===== src/rtl/response_router.sv =====
// Returns AXI read-data bursts to the master port that issued them, using the
// request-path ID table to find the owner and draining bursts nobody claims.
module response_router #(
   parameter int NUMBER_OF_PORTS = 2,
   parameter int ID_WIDTH        = 16,
   parameter int DATA_WIDTH      = 128,
   parameter int PORT_WIDTH      = (NUMBER_OF_PORTS > 1) ? $clog2(NUMBER_OF_PORTS) : 1
) (
   input  logic                       clock,
   input  logic                       reset,
   input  logic [ID_WIDTH-1:0]        s_rid,
   input  logic [DATA_WIDTH-1:0]      s_rdata,
   input  logic [1:0]                 s_rresp,
   input  logic                       s_rlast,
   input  logic                       s_rvalid,
   output logic                       s_rready,
   output logic [ID_WIDTH-1:0]        m_rid,
   output logic [DATA_WIDTH-1:0]      m_rdata,
   output logic [1:0]                 m_rresp,
   output logic                       m_rlast,
   output logic [NUMBER_OF_PORTS-1:0] m_rvalid,
   input  logic [NUMBER_OF_PORTS-1:0] m_rready,
   output logic [ID_WIDTH-1:0]        tbl_id,
   output logic                       tbl_lookup,
   output logic                       tbl_invalidate,
   input  logic [PORT_WIDTH-1:0]      tbl_answer,
   input  logic                       tbl_hit,
   output logic                       miss,
   output logic [15:0]                miss_count
);

   typedef enum logic [2:0] {
      IDLE,
      WAIT,
      FORWARD,
      DROP,
      RELEASE
   } state_t;

   localparam logic [PORT_WIDTH:0] PORT_LIMIT = (PORT_WIDTH + 1)'(NUMBER_OF_PORTS);

   state_t                state;
   logic [ID_WIDTH-1:0]   cur_id;
   logic [PORT_WIDTH-1:0] cur_port;
   logic                  answer_ok;
   logic                  beat_xfer;

   // An answer naming a port we do not have is treated exactly like a miss.
   assign answer_ok = tbl_hit && ({1'b0, tbl_answer} < PORT_LIMIT);
   assign beat_xfer = s_rvalid && s_rready;

   always_ff @(posedge clock or negedge reset) begin
      if (!reset) begin
         state      <= IDLE;
         cur_id     <= '0;
         cur_port   <= '0;
         miss_count <= '0;
      end else begin
         case (state)
            IDLE: begin
               if (s_rvalid) begin
                  cur_id <= s_rid;
                  state  <= WAIT;
               end
            end
            WAIT: begin
               if (answer_ok) begin
                  cur_port <= tbl_answer;
                  state    <= FORWARD;
               end else begin
                  if (miss_count != 16'hFFFF) begin
                     miss_count <= miss_count + 16'd1;
                  end
                  state <= DROP;
               end
            end
            FORWARD: begin
               if (beat_xfer && s_rlast) begin
                  state <= RELEASE;
               end
            end
            DROP: begin
               if (beat_xfer && s_rlast) begin
                  state <= IDLE;
               end
            end
            RELEASE: begin
               state <= IDLE;
            end
            default: begin
               state <= IDLE;
            end
         endcase
      end
   end

   // Handshake is steered combinationally so port back-pressure reaches memory in the same cycle.
   always_comb begin
      s_rready = 1'b0;
      m_rvalid = '0;
      case (state)
         FORWARD: begin
            s_rready           = m_rready[cur_port];
            m_rvalid[cur_port] = s_rvalid;
         end
         DROP: begin
            s_rready = 1'b1;
         end
         default: begin
         end
      endcase
   end

   assign tbl_id         = (state == IDLE) ? s_rid : cur_id;
   assign tbl_lookup     = (state == IDLE) && s_rvalid;
   assign tbl_invalidate = (state == RELEASE);
   assign miss           = (state == WAIT) && !answer_ok;

   assign m_rid   = s_rid;
   assign m_rdata = s_rdata;
   assign m_rresp = s_rresp;
   assign m_rlast = s_rlast;

endmodule


===== config.mk =====
export PLATFORM = sky130hd
export DESIGN_NAME = response_router
export DESIGN_NICKNAME = d
export VERILOG_FILES = /design/src/rtl/response_router.sv
export SDC_FILE = /design/constraint.sdc
export NUM_CORES = 1
export LEC_CHECK = 0
export ABC_AREA = 1
export CAP_MARGIN = 40
export CORE_AREA = 2 2 130 132
export DETAILED_ROUTE_END_ITERATION = 10
export DIE_AREA = 0 0 132 134
export DONT_BUFFER_PORTS = 1
export PLACE_DENSITY_LB_ADDON = 0.3
export SYNTH_ARGS = -nofsm -noshare
export SYNTH_HDL_FRONTEND = slang
export SYNTH_SLANG_ARGS = --single-unit

===== constraint.sdc =====
create_clock -name clock -period 4.27 [get_ports clock]
set_clock_uncertainty 0.15 [all_clocks]
set_input_delay 0.427 -clock clock [delete_from_list [all_inputs] [get_ports clock]]
set_output_delay 0.427 -clock clock [all_outputs]
set_load 0.005 [all_outputs]

==> out/results.txt, run 1 <==
The run finished with clean final reports. STA classifies the critical path endpoint as a primary output. Counting distinct cell types in the post-synthesis netlist gives 29. After clock tree synthesis, the clock-pin slew on the worst setup and hold paths is 60 ps.

Of all flip-flops after synthesis, the portion carrying an async set or reset was 100%. The count of pins over their slew limit is 0. The region available for standard cell placement spans 0.0163 mm^2.

The tools report the setup TNS as 0 ps. Row generation in the floorplan step produced 47 rows. The total power density per cell area was 601 mW/mm^2. For the total I/O pin count, the log shows 339. Data on the critical path is required at its endpoint by 3690 ps. For this run, the top clock speed supported by timing is 419 MHz. The number of hold-slack violations in the final timing report was 0; the die extent in y was 134 um. The number of synthesized flops with an enable pin was 0; the multi-input combinational cell area was 0.00104 mm^2.

The longest clock path from root to sink contains 2 buffers. The average detailed-routed wire length per instance was 14.1 um. The insertion delay of the later-clocked pin in the worst-skew pair is 280 ps. The worst relative slew slack was 44.9%. The effective utilization at floorplan is 19.9%. Setup repair after global routing left no endpoint under its margin. The floorplan step set the die width to 132 um. In this run the static leakage power is 1.14 nW. The design draws 1.54 mW. The floorplan step defined a die boundary enclosing 0.0177 mm^2. In this run the cell area of the synthesized design comes to 0.00324 mm^2. The wire-length estimate of the detail-placed layout is 5610 um. After global routing the overflow that remains totals 0.

The top flip-flop cell by instance count after synthesis was sky130_fd_sc_hd__dfrtp_1. The area overhead of the layout relative to synthesis works out to -20.7%. Category of the critical setup timing path: flop to primary output.

The logs give 0 for the number of antenna violations at the first check in global routing and 589 for the synthesized net count. The first routing iteration left 87 violations. The tools report the via count of the first global-routing pass as 1966. The final clock period utilization by the worst path came out at 55.9%. The minimum clock period is 2390 ps, and the total routed wirelength is 7160 um.

The tool flagged a number of max-cap violations equal to 0. The tools report the post-synthesis sequential area ratio as 27.8%. Clock tree synthesis found a total of 36 sinks. The remaining number of nets flagged by the antenna check after routing is 0, and the number of standard cells after synthesis is 434.

The kind of path behind the tightest hold check is input port to flop. Across the VDD grid, the largest voltage drop is 0.180 mV. At the pin with the least slew margin, the transition time is 826 ps. Via density per instance: 3.94.

STA classifies the critical path startpoint as a flop. The logs give 0 for the number of warning messages in the yosys log and 443 for the net total in the final layout. In this run the clock root is driven by a sky130_fd_sc_hd__clkbuf_16. For this run, design rule violations remaining after detail routing come to 0. TritonCTS built the clock tree. The first detailed-routing pass took 4 iterations.

The number of buffers inserted during clock tree synthesis is 5. The detailed router placed 2006 vias in this run. In the final layout, the share of cells above drive strength 1 is 15.2%. Dividing the synthesized area by the synthesized cell count gives 7.47 um^2. The count of antenna diodes in the layout came out at 0.

At the worst endpoint, the arrival time is 1810 ps. The number of flip-flops and latches in the synthesized netlist is 36, and the first-pass GRT wire length is 11100 um. Across the whole layout, storage elements account for 901 um^2.

The global routing usage summed across all routing layers is 8.14%. The number of H-tree levels came out at 2. For the largest net degree at the start of global routing, the log shows 37. The layout has 1876 filler cells. Number of setup violations in the final report: 0. The post-cts sizing count was 0. Highest fanout seen on the critical path: 34. Port buffering added 0 buffers. The final RePlAce weighted congestion came out at 0.737.
metrics by stage:
| stage | cell area, um^2 | setup slack, ps | std cells | hold slack [ps] | utilization (%) |
|---|---|---|---|---|---|
| 2_1_floorplan | 3240 | 2640 | 434 | -18.6 | - |
| 3_3_place_gp | 2360 | 2000 | 499 | -17.7 | 14.5 |
| 3_5_place_dp | 2360 | 1950 | 499 | -17.6 | 14.5 |
| 4_1_cts | 2570 | 1780 | 509 | 128 | 15.8 |
| 5_1_grt | 2570 | 1670 | 509 | 147 | 15.8 |
| 6_report | 2570 | 1880 | 509 | 140 | 15.8 |
sequential cells by signal, summed over array words and instances (netlist names):
register	cells
state	3
cur_port	1
miss_count	16
cur_id	16
synthesized netlist by cell type (all sizes together) (2+ instances only):
library cell	instances	area share [%]
nor2	23	4.3
inv	36	4.2
o21ai	44	7.3
clkbuf	2	0.23
xnor2	3	0.81
nand4	8	1.5
dfrtp	36	28
xor2	2	0.54
buf	153	35
nand2	106	14
nand3	14	2.6
nor3	3	0.46
layout make-up:
class                      instances  area share (%)
clock inverter                     1            1.17
multi-input combinational        207            40.6
timing repair buffer               2            1.17
tap                              220            10.7
sequential                        36            35.0
clock buffer                       7            5.94
inverter                          36            5.35
critical path: stages, from the launching register on:
cell and delay, ps:
sky130_fd_sc_hd__dfrtp_1 430, sky130_fd_sc_hd__inv_2 110, sky130_fd_sc_hd__nand3_2 440, sky130_fd_sc_hd__o21ai_0 530
power breakdown:
part / internal, mW / switching, mW / leakage, nW
registers: 0.464 / 0.125 / 0.462
logic: 0.160 / 0.343 / 0.583
clock network: 0.307 / 0.145 / 0.0901
total: 0.932 / 0.612 / 1.14
path summary, 6_finish.rpt:
kind / startpoint / to / slack [ps] / cells past startpoint
setup reg to reg: state[0] / cur_id[13] / 2030 / 6
max in group asynchronous: reset / cur_id[4] / 3260 / 2
hold reg to reg: cur_id[11] / cur_id[11] / 340 / 2
setup / recovery: state[0] / tbl_id[2] / 1880 / 3
min in group asynchronous: reset / miss_count[14] / 500 / 2
hold / removal: s_rid[6] / cur_id[6] / 140 / 2
what timing repair did:
item                                    in CTS  in global routing
endpoints found under the hold margin       36                  0
endpoints found under the setup margin       0                  0
buffers inserted                             0                  0
hold buffers                                 2                  0
cells by family (layout without fill, tap and decap cells):
group | Yosys count | in the layout | synth area share, %
buffers and inverters | 191 | 46 | 40.0
flip-flops | 36 | 36 | 27.8
AND/OR/NAND/NOR | 156 | 156 | 23.1
adder cells (fa/ha/maj) | 1 | 1 | 0.386
XOR/XNOR | 5 | 5 | 1.35
AO/OA/AOI/OAI | 45 | 45 | 7.41
metal layers:
layer / GRT usage [%] / up-vias / part of all wire (%) / routed length [um]
li1: - / 913 / - / -
met1: 8.03 / 909 / 35 / 2500
met2: 13.4 / 135 / 49 / 3500
met3: 4.08 / 49 / 11 / 808
met4: 5.62 / 0 / 4.8 / 347
met5: 0 / - / 0 / 0
layout by cell type (no fill, tap or decap), types with 2 or more instances in the layout:
| master | n |
|---|---|
| sky130_fd_sc_hd__inv_1 | 31 |
| sky130_fd_sc_hd__dfrtp_1 | 36 |
| sky130_fd_sc_hd__xnor2_1 | 3 |
| sky130_fd_sc_hd__o21ai_0 | 27 |
| sky130_fd_sc_hd__nor2_8 | 2 |
| sky130_fd_sc_hd__o21ai_1 | 13 |
| sky130_fd_sc_hd__clkbuf_8 | 2 |
| sky130_fd_sc_hd__inv_2 | 4 |
| sky130_fd_sc_hd__nand2_2 | 16 |
| sky130_fd_sc_hd__nand2_1 | 89 |
| sky130_fd_sc_hd__nor2_1 | 17 |
| sky130_fd_sc_hd__nand3_1 | 11 |
| sky130_fd_sc_hd__nand3_2 | 3 |
| sky130_fd_sc_hd__clkbuf_16 | 5 |
| sky130_fd_sc_hd__nand4_1 | 8 |
| sky130_fd_sc_hd__nor3_1 | 3 |
| sky130_fd_sc_hd__nor2_4 | 2 |
| sky130_fd_sc_hd__o21ai_2 | 4 |
| sky130_fd_sc_hd__xor2_1 | 2 |
| sky130_fd_sc_hd__nor2_2 | 2 |
(Power assumes the default switching activity.)
==> inputs of run 2 (changes only) <==
==> constraint.sdc (replaced) <==
create_clock -name clock -period 2.4 [get_ports clock]
set_clock_uncertainty 0.15 [all_clocks]
set_input_delay 0.24 -clock clock [delete_from_list [all_inputs] [get_ports clock]]
set_output_delay 0.24 -clock clock [all_outputs]
set_load 0.005 [all_outputs]
==> out/results.txt, run 2 (synthesis results as in run 1) <==
The run finished with clean final reports. The endpoint type of the worst setup path is a flop (was a primary output). The number of buffers on the longest clock path was 2 (unchanged); the total I/O pin count was 339 (unchanged). The count of cells along the worst register-to-register path is 6 (unchanged), and the worst path setup slack after routing is 401 ps (was 1880 ps). The logs give 404 ps (was 1950 ps) for the pre-CTS setup slack and 464 (was 443) for the net total in the final layout.

The required time of the critical path came out at 2400 ps (was 3690 ps). The average detailed-routed wire length per instance came out at 14.1 um (about the same). Highest-count cells in the layout ignoring fill and taps: sky130_fd_sc_hd__nand2_1 (89), sky130_fd_sc_hd__dfrtp_1 (36), sky130_fd_sc_hd__inv_1 (31) (unchanged).

For the number of buffers inserted during clock tree synthesis, the log shows 5 (unchanged). Setup repair after global routing left no endpoint under its margin. Setup TNS: 0 ps (unchanged).

The maximum cell stage delay along the critical path works out to 480 ps (was 530 ps). The largest net degree at the start of global routing is 37 (unchanged). The total die area is 0.0177 mm^2 (unchanged). The top cell family by delay on the critical path is compound AO/OA/AOI/OAI gates (unchanged). The hold-critical path depth is 2 (unchanged). Most common cell after layout, fill and taps aside: sky130_fd_sc_hd__nand2_1 (unchanged). TritonCTS built the clock tree. Final RePlAce weighted congestion: 0.759 (was 0.737). The first-pass GRT wire length is 11200 um (was 11100 um).

The tools report the reported leakage power as 1.22 nW (was 1.14 nW). The arrival time reported for the critical path endpoint was 1990 ps (was 1810 ps); the routed via count was 2037 (was 2006). The logs give 290 ps (was 280 ps) for the insertion delay of the later-clocked pin in the worst-skew pair and 0 (unchanged) for the count of antenna diodes in the layout.

The tools report the via count of the first global-routing pass as 1952 (was 1966). The core area came out at 0.0163 mm^2 (unchanged). The tools report the worst relative slew slack as 64.3% (was 44.9%).

The via density per instance was 3.85 (was 3.94); the global routing usage summed across all routing layers was 8.40% (was 8.14%). The DRC violation count after routing came out at 0 (unchanged). The total power density per cell area came out at 974 mW/mm^2 (was 601 mW/mm^2). The tools report the count of max-cap constraint violations as 0 (unchanged). Largest registers: cur_id (16), miss_count (16), state (3) (unchanged). The kind of path behind the tightest hold check is input port to flop (unchanged).

The die extent in y is 134 um (unchanged), and the final clock period utilization by the worst path is 83.3%. The chip width was 132 um (unchanged). The tools report the maximum vdd ir drop as 0.306 mV (was 0.180 mV).

The first-pass iteration count of the detailed router is 4 (unchanged). The number of hold-slack violations in the final timing report was 0 (unchanged). The effective utilization at floorplan is 19.9% (unchanged), and the floorplan row count is 47 (unchanged). Category of the critical setup timing path: flop to flop (was flop to primary output). The remaining number of nets flagged by the antenna check after routing is 0 (unchanged), and the number of input and output port buffers inserted is 0 (unchanged). The master of the slowest instance on the critical path is sky130_fd_sc_hd__dfrtp_1 (was sky130_fd_sc_hd__o21ai_0). Sequence of cells on the critical path: ha_1, nand3_2, inv_2, nand2_4, o21ai_2, o21ai_0 (was inv_2, nand3_2, o21ai_0). The number of H-tree levels was 2 (unchanged); the logic depth of the worst setup path including buffers was 6 (was 3). The highest fanout seen on the critical path came out at 11 (was 34). The category of the worst setup path launch point is a flop (unchanged). The transition time of the tightest slew-check pin is 535 ps (was 826 ps), and the total overflow reported by the global router is 0 (unchanged).

The sum of net half-perimeters after detailed placement was 5620 um (was 5610 um). Clock edge transition at the registers on the reported setup and hold paths: 60 ps (about the same). The fraction of layout instances using a drive strength above 1 works out to 14.9% (was 15.2%). Number of antenna violations at the first check in global routing: 0 (unchanged). Number of setup violations in the final report: 0 (unchanged). The area overhead of the layout relative to synthesis was -15.1% (was -20.7%); the minimum clock period was 2000 ps.

Timing would allow up to 500 MHz. The tools report the iteration-0 DRC count of the detailed router as 102 (was 87). The number of buffers and inverters on the critical path works out to 1 (unchanged). Number of sinks handled by clock tree synthesis: 36 (unchanged). The total routed wirelength was 7480 um (was 7160 um). The logs give 0 (unchanged) for the post-cts sizing count and 0 (unchanged) for the count of pins over their slew limit. The buffer type at the clock tree root is sky130_fd_sc_hd__clkbuf_16 (unchanged).
## run 2: path summary, 6_finish.rpt
path	from	to	slack, ps
setup / recovery	miss_count[0]	miss_count[2]	400
min in group asynchronous	reset	miss_count[15]	300
hold reg to reg	cur_id[13]	cur_id[13]	340
max in group asynchronous	reset	cur_id[3]	1580
setup reg to reg	miss_count[0]	miss_count[2]	400
hold / removal	tbl_hit	cur_port	20
## run 2: per-stage QoR
step                      power, mW  utilization, %  hold slack [ps]  instance area, um^2  instances
after global routing           2.94            16.9             18.5                 2750        529
final                          2.68            16.9             19.5                 2750        529
after global placement         1.98            14.6             -205                 2380        502
after CTS                      2.76            16.9             4.80                 2750        529
after detailed placement       2.03            14.8             -205                 2410        503
after floorplan                1.95               -             -206                 3240        434
## run 2: layout make-up
class,instances,area (um^2)
fill,1853,13500
multi-input combinational,207,1040
sequential,36,901
tap,220,275
timing repair buffer,23,258
inverter,36,138
clock buffer,6,129
clock inverter,1,5.00
## run 2: metal layers
| metal | routed length [um] | track usage (%) | vias up |
|---|---|---|---|
| li1 | - | - | 948 |
| met1 | 2660 | 8.13 | 906 |
| met2 | 3590 | 13.9 | 132 |
| met3 | 850 | 4.31 | 51 |
| met4 | 378 | 6.10 | 0 |
| met5 | 0 | 0 | - |
## run 2: what timing repair did
item	4_1_cts	5_1_grt
hold buffers	19	0
endpoints found under the hold margin	53	0
buffers inserted	0	0
## run 2: where the power goes
part	switching [mW]	internal [mW]	total [mW]	leakage, nW
logic	0.631	0.352	0.982	0.686
clock network	0.268	0.378	0.646	0.0667
registers	0.223	0.825	1.05	0.462
==> inputs of run 3 (changes only) <==
==> constraint.sdc (replaced) <==
create_clock -name clock -period 1.6 [get_ports clock]
set_clock_uncertainty 0.15 [all_clocks]
set_input_delay 0.16 -clock clock [delete_from_list [all_inputs] [get_ports clock]]
set_output_delay 0.16 -clock clock [all_outputs]
set_load 0.005 [all_outputs]
==> out/results.txt, run 3 (synthesis results as in run 1) <==
Design internal power: 3.17 mW (was 1.56 mW). For the core area, the log shows 0.0163 mm^2 (unchanged). The first-pass iteration count of the detailed router is 4 (unchanged), and the post-layout instance count excluding filler cells is 585 (was 529).

The final clock period utilization by the worst path is 102%. The total power density per cell area is 1500 mW/mm^2 (was 974 mW/mm^2). The tools report the buffer type at the clock tree root as sky130_fd_sc_hd__clkbuf_16 (unchanged). The largest net degree at the start of global routing was 37 (unchanged).

Setup repair after global routing could not meet its margin everywhere. The run gives 100 (was 102) as the iteration-0 DRC count of the detailed router. The tools report the total I/O pin count as 339 (unchanged). The die extent in y is 134 um (unchanged). The run gives 1.65 nW (was 1.22 nW) as the reported leakage power. The number of sinks handled by clock tree synthesis is 36 (unchanged). The count of antenna diodes in the layout is 0 (unchanged). The first-pass GRT wire length was 12400 um (was 11200 um).

The clock edge transition at the registers on the reported setup and hold paths is 60 ps (about the same), and the worst path setup slack after routing is -25.8 ps (was 401 ps). The kind of path behind the tightest hold check was input port to flop (unchanged). The average detailed-routed wire length per instance is 14.1 um (about the same), and the floorplan row count is 47 (unchanged). The tools report the required time of the critical path as 1290 ps (was 2400 ps). The logs give 0 (unchanged) for the count of max-cap constraint violations and 0 (unchanged) for the remaining number of nets flagged by the antenna check after routing. The run gives 1320 ps (was 1990 ps) as the arrival time reported for the critical path endpoint. The total routed wirelength came out at 8230 um (was 7480 um).

Total of fill cells in the finished design: 1794 (was 1853). Hold-critical path depth: 4 (was 2). The category of the critical setup timing path was flop to primary output (was flop to flop).

Largest registers: cur_id (16), miss_count (16), state (3) (unchanged). The total overflow reported by the global router is 0 (unchanged). The chip width was 132 um (unchanged); the effective utilization at floorplan was 19.9% (unchanged). The flow ran to the end, but the final reports show violations. Highest fanout seen on the critical path: 16 (was 11). Cell area after placement: 0.00270 mm^2 (was 0.00241 mm^2). After layout, the minimum clock period comes to 1630 ps. For the global routing usage summed across all routing layers, the log shows 9.21% (was 8.40%). The count of cells along the worst register-to-register path works out to 9 (was 6). The pre-CTS setup slack was 28.8 ps (was 404 ps); the proportion of power drawn by flip-flops and latches was 28.4% (was 39.2%). The endpoint type of the worst setup path is a primary output (was a flop). The worst relative slew slack is 81.3% (was 64.3%), and the net total in the final layout is 520 (was 464).

The number of buffers inserted during clock tree synthesis was 5 (unchanged); the switching part of the total was 40.1% (was 41.9%). The fraction of layout instances using a drive strength above 1 was 38.4% (was 14.9%). Number of H-tree levels: 2 (unchanged). Number of setup violations in the final report: 14 (was 0). The area overhead of the layout relative to synthesis came out at 8.53% (was -15.1%). The routed via count is 2291 (was 2037). Category of the worst setup path launch point: a flop (unchanged). The tools report the cell count after placement as 538 (was 503). The count of pins over their slew limit was 0 (unchanged); the highest clock rate was 615 MHz. The tools report the clock group share of total power as 20.0% (was 24.1%).

The maximum vdd ir drop came out at 0.618 mV (was 0.306 mV). TritonCTS built the clock tree. The tools report the total die area as 0.0177 mm^2 (unchanged). The number of hold-slack violations in the final timing report was 0 (unchanged). Highest-count cells in the layout ignoring fill and taps: sky130_fd_sc_hd__nand2_1 (71), sky130_fd_sc_hd__buf_4 (44), sky130_fd_sc_hd__dfrtp_1 (35) (was sky130_fd_sc_hd__nand2_1 (89), sky130_fd_sc_hd__dfrtp_1 (36), sky130_fd_sc_hd__inv_1 (31)). Net switching component of the power: 2.12 mW (was 1.12 mW). The setup TNS was -187 ps (was 0 ps); the relative contribution of combinational cells to total power was 51.5% (was 36.7%). The via count of the first global-routing pass was 2310 (was 1952). The run gives 0.00352 mm^2 (was 0.00275 mm^2) as the area of all placed cells without fillers. The run gives 290 ps (about the same) as the insertion delay of the later-clocked pin in the worst-skew pair. The final reports fail on negative setup slack. The transition time of the tightest slew-check pin works out to 280 ps (was 535 ps).

The tools report the number of antenna violations at the first check in global routing as 0 (unchanged). The final RePlAce weighted congestion is 0.706 (was 0.759), and the DRC violation count after routing is 0 (unchanged). The run gives 2 (unchanged) as the number of buffers on the longest clock path.

The most common cell after layout, fill and taps aside was sky130_fd_sc_hd__nand2_1 (unchanged). The via density per instance is 3.92 (was 3.85), and the sum of net half-perimeters after detailed placement is 5530 um (was 5620 um). The number of input and output port buffers inserted works out to 0 (unchanged).
-- run 3: cell types whose count changed in the layout (fill, tap and decap cells not counted), moves of 5 or more --
cell,previous run,this run
sky130_fd_sc_hd__buf_4,3,44
sky130_fd_sc_hd__buf_6,0,7
sky130_fd_sc_hd__nand2_1,89,71
sky130_fd_sc_hd__nand2_2,16,21
sky130_fd_sc_hd__nand2_4,1,14
sky130_fd_sc_hd__o21ai_0,27,6
sky130_fd_sc_hd__o21ai_1,13,20
sky130_fd_sc_hd__o21ai_2,4,17
-- run 3: routing by layer --
| layer | vias to the layer above | GRT usage [%] | part of all wire, % |
|---|---|---|---|
| met2 | 113 | 15.9 | 51 |
| met3 | 70 | 3.82 | 8.1 |
| met5 | - | 0 | 0 |
| met1 | 1037 | 8.77 | 35 |
| li1 | 1071 | - | - |
| met4 | 0 | 7.00 | 5.8 |
-- run 3: through the flow --
| step | util, % | power [mW] | hold WS (ps) |
|---|---|---|---|
| global placement | 16.6 | 3.34 | -284 |
| floorplan | - | 2.95 | -286 |
| finish | 21.6 | 5.29 | 44.4 |
| CTS | 20.1 | 5.07 | 49.3 |
| global route | 21.6 | 5.74 | 61.4 |
| detailed placement | 16.6 | 3.36 | -285 |
-- run 3: path summary, 6_finish.rpt --
check,startpoint,endpoint,slack (ps)
hold / removal,tbl_hit,miss_count[8],40
max in group asynchronous,reset,miss_count[0],870
min in group asynchronous,reset,miss_count[5],220
setup / recovery,state[1],tbl_id[8],-30
hold reg to reg,cur_id[13],cur_id[13],340
setup reg to reg,state[2],miss_count[5],0
-- run 3: worst max-delay path, stage by stage, from the launching register on --
cell	delay (ps)
sky130_fd_sc_hd__dfrtp_1	390
sky130_fd_sc_hd__inv_2	120
sky130_fd_sc_hd__nand3_4	150
sky130_fd_sc_hd__buf_12	190
sky130_fd_sc_hd__o21ai_1	160
-- run 3: final cells by class --
cell class                 instances  area (um^2)  share of cell area [%]
multi-input combinational        207         1270                    36.3
sequential                        36          902                    25.6
timing repair buffer              79          774                    22.0
tap                              220          275                    7.83
clock buffer                       7          153                    4.34
inverter                          36          138                    3.91
-- run 3: what timing repair did --
| item | CTS | global route |
|---|---|---|
| cloned | 1 | 1 |
| hold buffers | 22 | 0 |
| endpoints found under the setup margin | 19 | 47 |
| pin swaps | 2 | 9 |
| gates resized for setup | 35 | 53 |
| hold endpoints to repair | 56 | 0 |
| setup buffers | 10 | 6 |
-- run 3: power groups by stage --
stage | registers [mW] | logic [mW] | clock network (mW)
finish | 1.50 | 2.72 | 1.06
global route | 1.55 | 3.03 | 1.17
CTS | 1.49 | 2.44 | 1.13
detailed placement | 1.51 | 1.85 | 0
global placement | 1.50 | 1.84 | 0
floorplan | 1.49 | 1.46 | 0
